File: src/rtl/button_reader.sv
// ---------------------------------------------------------------------------
// button_reader : synchronise, debounce and classify active-low push buttons
// Revision      : 1.0
// ---------------------------------------------------------------------------
`default_nettype none

module button_reader #(
   parameter int NUM_BTN         = 2,
   parameter int DEBOUNCE_CYCLES = 24000,
   parameter int LONG_CYCLES     = 12000000
) (
   input  logic               clk,
   input  logic               rst_n,
   input  logic [NUM_BTN-1:0] btn_n,
   output logic [NUM_BTN-1:0] btn_level,
   output logic [NUM_BTN-1:0] press_pulse,
   output logic [NUM_BTN-1:0] release_pulse,
   output logic [NUM_BTN-1:0] long_pulse,
   output logic               btn_any
);

   localparam int DEB_W  = $clog2(DEBOUNCE_CYCLES);
   localparam int HOLD_W = $clog2(LONG_CYCLES);

   localparam logic [DEB_W-1:0]  DEB_LAST  = DEB_W'(DEBOUNCE_CYCLES - 1);
   localparam logic [HOLD_W-1:0] HOLD_LAST = HOLD_W'(LONG_CYCLES - 1);
   // long_pulse is registered, so it is launched on the edge hold_cnt reaches its last value
   localparam logic [HOLD_W-1:0] HOLD_FIRE = HOLD_W'(LONG_CYCLES - 2);

   typedef enum logic [1:0] {
      ST_IDLE         = 2'd0,
      ST_PRESS_WAIT   = 2'd1,
      ST_HELD         = 2'd2,
      ST_RELEASE_WAIT = 2'd3
   } state_t;

   logic [NUM_BTN-1:0] sync_meta;
   logic [NUM_BTN-1:0] sync_out;
   logic [NUM_BTN-1:0] pressed;
   logic [NUM_BTN-1:0] press_ok;
   logic [NUM_BTN-1:0] release_ok;

   always_ff @(posedge clk) begin
      if (!rst_n) begin
         sync_meta <= '1;
         sync_out  <= '1;
      end else begin
         sync_meta <= btn_n;
         sync_out  <= sync_meta;
      end
   end

   assign pressed = ~sync_out;

   generate
      for (genvar i = 0; i < NUM_BTN; i++) begin : g_ch
         state_t              state;
         logic [DEB_W-1:0]    deb_cnt;
         logic [HOLD_W-1:0]   hold_cnt;
         logic                long_done;
         logic                level;
         logic                press_q;
         logic                release_q;
         logic                long_q;

         assign press_ok[i]   = (state == ST_PRESS_WAIT)   &&  pressed[i] && (deb_cnt == DEB_LAST);
         assign release_ok[i] = (state == ST_RELEASE_WAIT) && !pressed[i] && (deb_cnt == DEB_LAST);

         always_ff @(posedge clk) begin
            if (!rst_n) begin
               state     <= ST_IDLE;
               deb_cnt   <= '0;
               hold_cnt  <= '0;
               long_done <= 1'b0;
               level     <= 1'b0;
               press_q   <= 1'b0;
               release_q <= 1'b0;
               long_q    <= 1'b0;
            end else begin
               press_q   <= 1'b0;
               release_q <= 1'b0;
               long_q    <= 1'b0;

               // Hold timing runs through release bounces so a long press is not restarted
               if (state == ST_HELD || state == ST_RELEASE_WAIT) begin
                  if (hold_cnt != HOLD_LAST) begin
                     hold_cnt <= hold_cnt + 1'b1;
                  end
                  if (hold_cnt == HOLD_FIRE && !long_done) begin
                     long_q    <= 1'b1;
                     long_done <= 1'b1;
                  end
               end

               case (state)
                  ST_IDLE: begin
                     if (pressed[i]) begin
                        state   <= ST_PRESS_WAIT;
                        deb_cnt <= DEB_W'(1);
                     end else begin
                        deb_cnt <= '0;
                     end
                  end
                  ST_PRESS_WAIT: begin
                     if (!pressed[i]) begin
                        state   <= ST_IDLE;
                        deb_cnt <= '0;
                     end else if (press_ok[i]) begin
                        state    <= ST_HELD;
                        press_q  <= 1'b1;
                        level    <= 1'b1;
                        hold_cnt <= '0;
                        deb_cnt  <= '0;
                     end else begin
                        deb_cnt <= deb_cnt + 1'b1;
                     end
                  end
                  ST_HELD: begin
                     if (!pressed[i]) begin
                        state   <= ST_RELEASE_WAIT;
                        deb_cnt <= DEB_W'(1);
                     end
                  end
                  ST_RELEASE_WAIT: begin
                     if (pressed[i]) begin
                        state   <= ST_HELD;
                        deb_cnt <= '0;
                     end else if (release_ok[i]) begin
                        state     <= ST_IDLE;
                        release_q <= 1'b1;
                        level     <= 1'b0;
                        hold_cnt  <= '0;
                        long_done <= 1'b0;
                        deb_cnt   <= '0;
                     end else begin
                        deb_cnt <= deb_cnt + 1'b1;
                     end
                  end
                  default: begin
                     state   <= ST_IDLE;
                     deb_cnt <= '0;
                  end
               endcase
            end
         end

         assign btn_level[i]     = level;
         assign press_pulse[i]   = press_q;
         assign release_pulse[i] = release_q;
         assign long_pulse[i]    = long_q;
      end
   endgenerate

   // Built from next-state levels so btn_any changes on the same edge as btn_level
   always_ff @(posedge clk) begin
      if (!rst_n) begin
         btn_any <= 1'b0;
      end else begin
         btn_any <= |((btn_level | press_ok) & ~release_ok);
      end
   end

endmodule

`default_nettype wire

File: config.mk
export PLATFORM = sky130hd
export DESIGN_NAME = button_reader
export DESIGN_NICKNAME = d
export VERILOG_FILES = /design/src/rtl/button_reader.sv
export SDC_FILE = /design/constraint.sdc
export NUM_CORES = 1
export LEC_CHECK = 0
export CORE_MARGIN = 4
export CORE_UTILIZATION = 40
export CTS_BUF_LIST = sky130_fd_sc_hd__clkbuf_4 sky130_fd_sc_hd__clkbuf_8
export DETAILED_ROUTE_END_ITERATION = 10
export DONT_BUFFER_PORTS = 1
export HOLD_SLACK_MARGIN = 0.06
export PLACE_DENSITY = 0.59
export RECOVER_POWER = 100
export SYNTH_ARGS = -nofsm -noshare
export SYNTH_HDL_FRONTEND = slang
export SYNTH_SLANG_ARGS = --single-unit
File: constraint.sdc
create_clock -name clk -period 4.8 [get_ports clk]
set_input_delay 0.96 -clock clk [delete_from_list [all_inputs] [get_ports clk]]
set_output_delay 0.96 -clock clk [all_outputs]
set_load 0.01 [all_outputs]
==> impl_results.md, run 1 <==
- Worst slew pin tran: 1170 ps
- Synthesized instance count: 567
- DR iter-0 viols: 283
- Status: complete, no violations
- Most common cell after layout, fill and taps aside: dfxtp_1
- Worst Setup Start Kind: register
- Worst path required time: 5020 ps
- Yosys warnings: 0
- CTS tree: done
- Root Buffer: clkbuf_8
- Yosys top cell by area: dfxtp_1
- Share of cells above drive strength 1: 0.0438
- Vias in the first global route: 3512
- DRC errors left: 0
- CTS Buffer Depth: 2
- Skew final: 9.85 ps
- NumNets Final: 554
- First-pass GRT wire length: 16.3 mm
- Clk pwr share: 0.368
- Distinct cells, synth: 57
- RR Endpoint: g_ch[1].deb_cnt[4]
- Reg2Reg Launch Point: g_ch[1].deb_cnt[6]
- Cell Rows: 39
- PortBufs: 0
- IR drop worst, VDD: 0.156 mV
- Reg2reg path depth: 5
- Critical path capture point type: register
- Largest net degree at the start of global routing: 25
- Final Hold Fails: 0
- Synth Net Count: 577
- Worst-Skew Late Latency: 360 ps
- Worst Hold Depth: 1
- Die Height: 116 um
- Ant diodes: 0
- Setup_tns: 0 ps
- Final setup vio count: 0
- I/O pin count: 13
- Async set-or-reset flop fraction in the synthesized netlist: 0
- Setup CP Type: register to register
- Switching Share: 0.218
- Most frequent cells in the layout: dfxtp_1 (97), nor2_1 (94), nand2_1 (45)
- Die footprint: 13500 um2
- Fin cells: 691
- Reg power frac: 0.621
- P&R area growth vs syn: 3.43%
- P_int: 1020 uW
- Hold EP: sync_out[0]
- Total of max-cap violations: 0
- Crit path max fanout: 8
- Gr usage total: 0.146
- Die Wd: 116 um
- Sequential share of the synthesized area: 0.416
- Rel. slew slack: 0.213
- Post-Place Worst Slack: 2320 ps
- CTS sink cnt: 97
- Reg2reg setup slack: 1810 ps
- Part of the cycle the worst path needs: 0.624
- Hold_buf cts: 0
- H-tree depth reported by CTS: 3
- Worst Min Path Start: sync_meta[0]
- #FFs+latches synth: 97
- Initial Utilization: 0.409
- DR vias/cell: 5.45
- Initial antenna violation count: 2
- Logic pwr share: 0.011
- Quantity of gates resized following cts: 0
- Arr. time, crit path: 3210 ps
- Synth top area share: 0.416
- Unrepaired setup endpoints after global routing: false
- Maximum achievable frequency: 334 MHz
- GR Overflow Total: 0
- Antenna Nets Post-Route: 0
- Worst Hold Class: register to register
- Pre-Repair DR Iteration Count: 5
- Fin area: 4830 um2
- Routability cong.: 0.834
- Clock slew at reported path FFs: 90 ps
- Fin crit period: 2990 ps
- Setup Fix Bufs, Post-CTS: 0
- Primary FF master, synth: dfxtp_1
- CTS buffer count: 9
- Top cells by area, synth: dfxtp_1 (42%), nor2_1 (7.6%), xnor2_1 (6.8%)
- Routed WL: 9.08 mm
- Dpl hpwl: 6.32 mm
- LEAKAGE: 0.00150 uW
- Mapped Avg Cell Area: 8.24 um2
- Mapped cell area: 4670 um2
- Placed insts: 676
- WL/cell: 13.1 um
- Power Density: 270 nW/um2
- Placed Area: 4680 um2
- Slew Viols, Final: 0
- Core area: 11400 um2
- Post-synth EDFFs: 0
- PnR worst setup slack: 1810 ps
- Via count: 3763
- Net Switching: 285 uW
[worst max path at each step]
| stage | startpoint | endpoint | slack [ps] | cells past startpoint |
|---|---|---|---|---|
| 3_3_place_gp | g_ch[0].deb_cnt[0] | g_ch[0].hold_cnt[2] | 2400 | 6 |
| 5_1_grt | g_ch[1].deb_cnt[0] | g_ch[1].deb_cnt[4] | 1340 | 6 |
| 6_report | g_ch[1].deb_cnt[6] | g_ch[1].deb_cnt[4] | 1810 | 5 |
| 2_1_floorplan | g_ch[1].hold_cnt[10] | g_ch[1].long_done | 2760 | 5 |
| 4_1_cts | g_ch[0].deb_cnt[0] | g_ch[0].hold_cnt[7] | 2310 | 6 |
| 3_5_place_dp | g_ch[0].deb_cnt[0] | g_ch[0].hold_cnt[2] | 2320 | 6 |
[final cells by class]
class,count,area (um2)
inverters,14,52.6
clock inverters,3,17.5
fillers,1135,6590
clock buffers,12,153
multi-input cells,422,2490
flip-flops and latches,97,1940
well taps,143,179
[layer usage]
metal / share of wire / vias to the layer above / track usage
met5: 0.0029 / - / 0
met4: 0.014 / 4 / 0.0487
met3: 0.042 / 14 / 0.0413
met2: 0.45 / 67 / 0.230
met1: 0.49 / 1748 / 0.193
li1: - / 1930 / -
[stage by stage]
stage	utilization	hold slack, ps	total power (uW)
global route	0.423	436	1360
detailed placement	0.410	397	844
CTS	0.425	420	1320
finish	0.423	416	1300
floorplan	-	386	842
global placement	0.410	390	843
[flip-flops by register name, indices dropped and copies added, names as in the netlist, named ones only]
| register | cells |
|---|---|
| g_ch.long_done | 2 |
| g_ch.release_q | 2 |
| g_ch.level | 2 |
| g_ch.state | 2 |
| g_ch.long_q | 2 |
| btn_any | 1 |
| sync_out | 2 |
| g_ch.hold_cnt | 48 |
| g_ch.press_q | 2 |
| g_ch.deb_cnt | 30 |
| sync_meta | 2 |
[cell families after synthesis]
group / share of synthesized area
AO/OA/AOI/OAI: 0.0863
XOR/XNOR: 0.101
adder cells (fa/ha/maj): 0.0161
buffers and inverters: 0.0477
flip-flops: 0.416
multiplexers: 0.00884
AND/OR/NAND/NOR: 0.324
[synth_stat cells (2+ instances only)]
cell / number
dfxtp_1: 97
nor3b_1: 2
nand4_1: 23
buf_4: 9
nand4b_1: 2
xnor2_1: 36
nand3b_1: 2
inv_1: 14
and3_1: 15
o21ai_0: 4
o31ai_1: 2
a22oi_1: 3
or2_1: 2
o211ai_1: 5
clkbuf_1: 23
or4_1: 3
nand3_1: 32
xor2_1: 18
nor3_2: 2
nor3_1: 25
or4b_1: 5
ha_1: 6
nand2b_1: 9
a31oi_1: 7
o21ai_1: 16
nor4_1: 14
and4_1: 3
mux2i_1: 3
a21oi_1: 12
nand2_1: 45
or3_1: 8
nor2_1: 94
and2_1: 2
[critical path, cell delays in order, from the launching register on]
cell and delay, ps:
dfxtp_1 360, or4b_1 540, nor4_1 900, nor2_1 220, o21ai_0 720, nor2_1 120
[power groups by stage]
| stage | Clock [uW] | Combinational [uW] | Sequential, uW |
|---|---|---|---|
| 2_1_floorplan | 0 | 15.5 | 826 |
| 3_3_place_gp | 0 | 14.4 | 829 |
| 3_5_place_dp | 0 | 14.6 | 829 |
| 4_1_cts | 498 | 14.6 | 810 |
| 5_1_grt | 536 | 16.5 | 811 |
| 6_report | 481 | 14.3 | 810 |
Note: power is estimated with default switching activity, not from simulation.
==> inputs of run 2 (changes only) <==
==> constraint.sdc (replaced) <==
create_clock -name clk -period 2.88 [get_ports clk]
set_input_delay 0.576 -clock clk [delete_from_list [all_inputs] [get_ports clk]]
set_output_delay 0.576 -clock clk [all_outputs]
set_load 0.01 [all_outputs]
==> run 2 against run 1 <==
Compared with the run above:
- core utilization grew 0.54 points
- power grew 72%
- via count shrank 0.90%
- count of clock-buffer cells in the layout grew 2
- sequential share of layout area shrank 0.50 points
- die area is the same
- flip-flop and latch count is the same
- non-clock buffer count grew 4
- first-iteration DRC count grew 3.9%
- largest cell class unchanged
- largest power group unchanged
==> impl_results.md, run 2 (same netlist as run 1, synthesis figures left out) <==
- Clock slew at reported path FFs: 90 ps (about the same)
- Critical path capture point type: register (unchanged)
- GR Overflow Total: 0 (unchanged)
- Worst path required time: 3110 ps (was 5020 ps)
- WL/cell: 13.3 um (was 13.1 um)
- LEAKAGE: 0.00155 uW (was 0.00150 uW)
- Cell Rows: 39 (unchanged)
- Skew final: 8.79 ps (was 9.85 ps)
- PortBufs: 0 (unchanged)
- Setup_tns: 0 ps (unchanged)
- DR vias/cell: 5.36 (was 5.45)
- Antenna Nets Post-Route: 0 (unchanged)
- Reg with most FFs: g_ch.hold_cnt (unchanged)
- Rel. slew slack: 0.506 (was 0.213)
- Unrepaired setup endpoints after global routing: false (unchanged)
- Setup Fix Bufs, Post-CTS: 0 (unchanged)
- Total of max-cap violations: 0 (unchanged)
- Setup CP Type: register to register (unchanged)
- Worst Setup Start Kind: register (unchanged)
- Reg2reg path depth: 5 (unchanged)
- Core area: 11400 um2 (unchanged)
- IR drop worst, VDD: 0.260 mV (was 0.156 mV)
- Gr usage total: 0.147 (was 0.146)
- Worst Hold Class: primary input to register (was register to register)
- Worst-Skew Late Latency: 360 ps (about the same)
- Ant diodes: 0 (unchanged)
- Hold_buf cts: 0 (unchanged)
- CTS Buffer Depth: 2 (unchanged)
- Die Height: 116 um (unchanged)
- Most frequent cells in the layout: dfxtp_1 (97), nor2_1 (94), nand2_1 (45) (unchanged)
- Most common cell after layout, fill and taps aside: dfxtp_1 (unchanged)
- Share of cells above drive strength 1: 0.0524 (was 0.0438)
- Maximum achievable frequency: 425 MHz (was 334 MHz)
- Slew Viols, Final: 0 (unchanged)
- Final Hold Fails: 0 (unchanged)
- Reg2reg setup slack: 530 ps (was 1810 ps)
- Die Wd: 116 um (unchanged)
- Fin crit period: 2350 ps (was 2990 ps)
- Number of flip-flops in the largest register: 48 (unchanged)
- First-pass GRT wire length: 16.2 mm (was 16.3 mm)
- Initial antenna violation count: 2 (unchanged)
- Reg2Reg Launch Point: g_ch[0].hold_cnt[10] (was g_ch[1].deb_cnt[6])
- Final Util: 0.428 (was 0.423)
- Quantity of gates resized following cts: 0 (unchanged)
- Die footprint: 13500 um2 (unchanged)
- Arr. time, crit path: 2590 ps (was 3210 ps)
- Pre-Repair DR Iteration Count: 4 (was 5)
- Power Density: 459 nW/um2 (was 270 nW/um2)
- Largest regs: g_ch.hold_cnt (48), g_ch.deb_cnt (30) (unchanged)
- Worst Min Path Start: rst_n (was sync_meta[0])
- Hold EP: sync_out[1] (was sync_out[0])
- Vias in the first global route: 3531 (was 3512)
- NumNets Final: 558 (was 554)
- Routed WL: 9.24 mm (was 9.08 mm)
- Initial Utilization: 0.409 (unchanged)
- P&R area growth vs syn: 4.74% (was 3.43%)
- CTS tree: done (unchanged)
- Status: complete, no violations (unchanged)
- Crit path max fanout: 11 (was 8)
- Largest net degree at the start of global routing: 25 (unchanged)
- Root Buffer: clkbuf_8 (unchanged)
- Worst slew pin tran: 739 ps (was 1170 ps)
- DR iter-0 viols: 294 (was 283)
- Final setup vio count: 0 (unchanged)
- Via count: 3729 (was 3763)
- RR Endpoint: g_ch[0].hold_cnt[6] (was g_ch[1].deb_cnt[4])
- CTS sink cnt: 97 (unchanged)
- H-tree depth reported by CTS: 3 (unchanged)
- Worst Hold Depth: 1 (unchanged)
- Dpl hpwl: 6.38 mm (was 6.32 mm)
- Part of the cycle the worst path needs: 0.818 (was 0.624)
- CTS buffer count: 9 (unchanged)
- I/O pin count: 13 (unchanged)
- Routability cong.: 0.850 (was 0.834)
- DRC errors left: 0 (unchanged)
==> run 2: changes by cell type in the layout (fill, tap and decap cells not counted), moves of 2 or more <==
cell and delta:
buf_4 +2, o21ai_1 +2, clkbuf_8 +3, o21ai_0 -2
clkbuf_2 +2
==> run 2: worst max-delay path, cell delays in order (launching register included) <==
cell and delay (ps):
dfxtp_1 340, or4b_1 500, or4_1 590, nor3_2 520
or4_1 210, a21oi_1 60
==> run 2: layout make-up <==
type | instances | area (um2)
sequential | 97 | 1940
timing repair buffer | 4 | 25.0
inverter | 14 | 52.6
clock buffer | 14 | 186
clock inverter | 2 | 10.0
multi-input combinational | 422 | 2500
tap | 143 | 179
fill | 1153 | 6530
==> run 2: per-layer routing <==
metal  global-route usage  share of wire
met5                    0         0.0028
met4               0.0580          0.015
met3               0.0360          0.035
met2                0.231           0.45
met1                0.194           0.50
==> run 2: worst max path at each step <==
| stage | slack (ps) | from | endpoint | depth (start not counted) |
|---|---|---|---|---|
| 3_3_place_gp | 600 | g_ch[0].hold_cnt[10] | g_ch[0].hold_cnt[6] | 5 |
| 2_1_floorplan | 840 | g_ch[1].hold_cnt[10] | g_ch[1].long_done | 5 |
| 3_5_place_dp | 550 | g_ch[0].hold_cnt[10] | g_ch[0].hold_cnt[6] | 5 |
| 4_1_cts | 540 | g_ch[0].hold_cnt[10] | g_ch[0].hold_cnt[6] | 5 |
| 6_report | 530 | g_ch[0].hold_cnt[10] | g_ch[0].hold_cnt[6] | 5 |
| 5_1_grt | 320 | g_ch[0].deb_cnt[0] | g_ch[0].hold_cnt[1] | 7 |
==> run 2: per-stage QoR <==
stage	setup WS [ps]	hold WS, ps	cell area (um2)	total power [uW]	instances
finish	525	286	4890	2250	696
detailed placement	552	394	4710	1410	680
floorplan	840	386	4670	1400	567
global route	320	269	4890	2340	696
CTS	536	263	4910	2280	696
global placement	603	391	4710	1410	680
==> run 2: power breakdown <==
group / internal [uW] / total (uW) / leakage, uW / switching [uW]
Combinational: 7.02 / 24.8 / 0.000666 / 17.8
Sequential: 1340 / 1350 / 0.000782 / 6.19
Clock: 416 / 870 / 0.000106 / 454
Total: 1770 / 2250 / 0.00155 / 478
==> inputs of run 3 (changes only) <==
==> constraint.sdc (replaced) <==
create_clock -name clk -period 2.2 [get_ports clk]
set_input_delay 0.44 -clock clk [delete_from_list [all_inputs] [get_ports clk]]
set_output_delay 0.44 -clock clk [all_outputs]
set_load 0.01 [all_outputs]
==> run 3 against run 2 <==
Compared with the run above:
- wire length shrank 0.40%
- via count grew 0.97%
- largest cell class unchanged
- hold slack lost 130 ps
- critical endpoint is now g_ch[1].long_done
- core utilization grew 1.2 points
==> impl_results.md, run 3 (same netlist as run 1, synthesis figures left out) <==
- Die Height: 116 um (unchanged)
- Hold_buf cts: 0 (unchanged)
- Setup Fix Bufs, Post-CTS: 0 (unchanged)
- Share of cells above drive strength 1: 0.0657 (was 0.0524)
- Dpl hpwl: 6.48 mm (was 6.38 mm)
- Antenna Nets Post-Route: 0 (unchanged)
- Critical path, cell by cell: or4b_1 > or4_4 > or3_1 > a21oi_2 (was or4b_1 > or4_1 > nor3_2 > or4_1 > a21oi_1)
- Reg power frac: 0.564 (was 0.601)
- Vias in the first global route: 3565 (was 3531)
- Reg2Reg Launch Point: g_ch[1].hold_cnt[10] (was g_ch[0].hold_cnt[10])
- Largest regs: g_ch.hold_cnt (48), g_ch.deb_cnt (30) (unchanged)
- GR Overflow Total: 0 (unchanged)
- Cell depth of the worst setup path: 4 (was 5)
- Routability cong.: 0.809 (was 0.850)
- Ant diodes: 0 (unchanged)
- NumNets Final: 569 (was 558)
- Number of flip-flops in the largest register: 48 (unchanged)
- Maximum achievable frequency: 478 MHz (was 425 MHz)
- Worst slew pin tran: 490 ps (was 739 ps)
- Crit-path slowest cell: or4_4 (was or4_1)
- PortBufs: 0 (unchanged)
- Root Buffer: clkbuf_8 (unchanged)
- First-pass GRT wire length: 16.4 mm (was 16.2 mm)
- Worst path required time: 2500 ps (was 3110 ps)
- Pre-Repair DR Iteration Count: 5 (was 4)
- P_int: 2520 uW (was 1770 uW)
- Filler cells: 1131 (was 1153)
- Reg2reg setup slack: 110 ps (was 530 ps)
- Status: complete, no violations (unchanged)
- Unrepaired setup endpoints after global routing: false (unchanged)
- I/O pin count: 13 (unchanged)
- Reg2reg path depth: 4 (was 5)
- DR vias/cell: 5.33 (was 5.36)
- CTS buffer count: 9 (unchanged)
- Largest net degree at the start of global routing: 25 (unchanged)
- DR iter-0 viols: 283 (was 294)
- Worst path max stage delay: 590 ps (about the same)
- Die Wd: 116 um (unchanged)
- Final Util: 0.441 (was 0.428)
- Top delay family on crit path: simple AND/OR/NAND/NOR gates (unchanged)
- P&R area growth vs syn: 7.77% (was 4.74%)
- Part of the cycle the worst path needs: 0.952 (was 0.818)
- DRC errors left: 0 (unchanged)
- Crit path buffers/inverters: 0 (unchanged)
- Die footprint: 13500 um2 (unchanged)
- Crit path capture: g_ch[1].long_done (was g_ch[0].hold_cnt[6])
- LEAKAGE: 0.00162 uW (was 0.00155 uW)
- Gr usage total: 0.149 (was 0.147)
- Via count: 3765 (was 3729)
- Routed WL: 9.20 mm (was 9.24 mm)
- Quantity of gates resized following cts: 0 (unchanged)
- Crit path max fanout: 9 (was 11)
- Sequential Area: 1940 um2 (unchanged)
- Core area: 11400 um2 (unchanged)
- Final Hold Fails: 0 (unchanged)
- Worst Hold Class: primary input to register (unchanged)
- Clock slew at reported path FFs: 90 ps (about the same)
- Setup_tns: 0 ps (unchanged)
- Initial Utilization: 0.409 (unchanged)
- CTS Buffer Depth: 2 (unchanged)
- Rel. slew slack: 0.671 (was 0.506)
- Switching Share: 0.197 (was 0.213)
- Skew final: 8.55 ps (was 8.79 ps)
- Fin area: 5030 um2 (was 4890 um2)
- Setup CP Type: register to register (unchanged)
- RR Endpoint: g_ch[1].long_done (was g_ch[0].hold_cnt[6])
- Reg with most FFs: g_ch.hold_cnt (unchanged)
- Crit. Startpoint: g_ch[1].hold_cnt[10] (was g_ch[0].hold_cnt[10])
- Slew Viols, Final: 0 (unchanged)
- Initial antenna violation count: 2 (unchanged)
- Fin crit period: 2090 ps (was 2350 ps)
- Final setup vio count: 0 (unchanged)
- Critical path capture point type: register (unchanged)
- Worst-Skew Late Latency: 360 ps (about the same)
- H-tree depth reported by CTS: 3 (unchanged)
- Power Density: 623 nW/um2 (was 459 nW/um2)
- Placed Area: 4820 um2 (was 4710 um2)
- Arr. time, crit path: 2390 ps (was 2590 ps)
- IR drop worst, VDD: 0.350 mV (was 0.260 mV)
- Net Switching: 617 uW (was 478 uW)
- WL/cell: 13.0 um (was 13.3 um)
- Logic pwr share: 0.013 (was 0.011)
- Total of max-cap violations: 0 (unchanged)
- Clk pwr share: 0.423 (was 0.388)
- CTS tree: done (unchanged)
- Most frequent cells in the layout: dfxtp_1 (97), nor2_1 (94), nand2_1 (45) (unchanged)
- Most common cell after layout, fill and taps aside: dfxtp_1 (unchanged)
- CTS sink cnt: 97 (unchanged)
- Footprint of the multi-input gates: 2500 um2 (about the same)
- Worst Setup Start Kind: register (unchanged)
- Cell Rows: 39 (unchanged)
## run 3: cell count changes in the layout (fill, tap and decap cells not counted)
cell,delta
buf_12,+2
buf_4,+8
bufinv_16,+2
clkbuf_1,+3
clkbuf_2,-2
clkbuf_8,-1
clkinv_2,-2
or4_1,-1
or4_4,+1
## run 3: power by group through the flow
stage / registers (uW) / logic (uW) / clock network [uW]
floorplan: 1800 / 33.9 / 0
global placement: 1810 / 42.4 / 0
detailed placement: 1810 / 43.0 / 0
CTS: 1770 / 43.1 / 1370
global route: 1770 / 46.4 / 1470
finish: 1770 / 41.7 / 1320
## run 3: worst min-delay path by stage
stage | start | end | slack (ps) | cells after the start
after floorplan | sync_meta[0] | sync_out[0] | 390 | 1
after global placement | sync_meta[1] | sync_out[1] | 390 | 1
after detailed placement | sync_meta[0] | sync_out[0] | 400 | 1
after CTS | rst_n | sync_out[1] | 130 | 1
after global routing | rst_n | sync_out[0] | 130 | 1
final | rst_n | sync_out[1] | 160 | 1
## run 3: layer usage
metal,GRT usage,wire [um],up-vias
met5,0,26,-
met4,0.0572,131,4
met1,0.196,4510,1754
met2,0.240,4240,37
met3,0.0303,290,13
li1,-,-,1957
## run 3: final cells by class
class | instances | area share
repair buffers | 15 | 0.0251
well taps | 143 | 0.0355
flip-flops and latches | 97 | 0.386
multi-input cells | 422 | 0.497
clock buffers | 13 | 0.0343
inverters | 14 | 0.0104
clock inverters | 2 | 0.0119
## run 3: per-stage QoR
| step | total power [uW] | std cells | worst slack [ps] | hold WS (ps) |
|---|---|---|---|---|
| final | 3130 | 706 | 106 | 156 |
| after global routing | 3280 | 706 | 13.2 | 132 |
| after CTS | 3180 | 706 | 127 | 134 |
| after detailed placement | 1850 | 691 | 141 | 396 |
| after global placement | 1850 | 691 | 169 | 390 |
| after floorplan | 1840 | 567 | 160 | 386 |
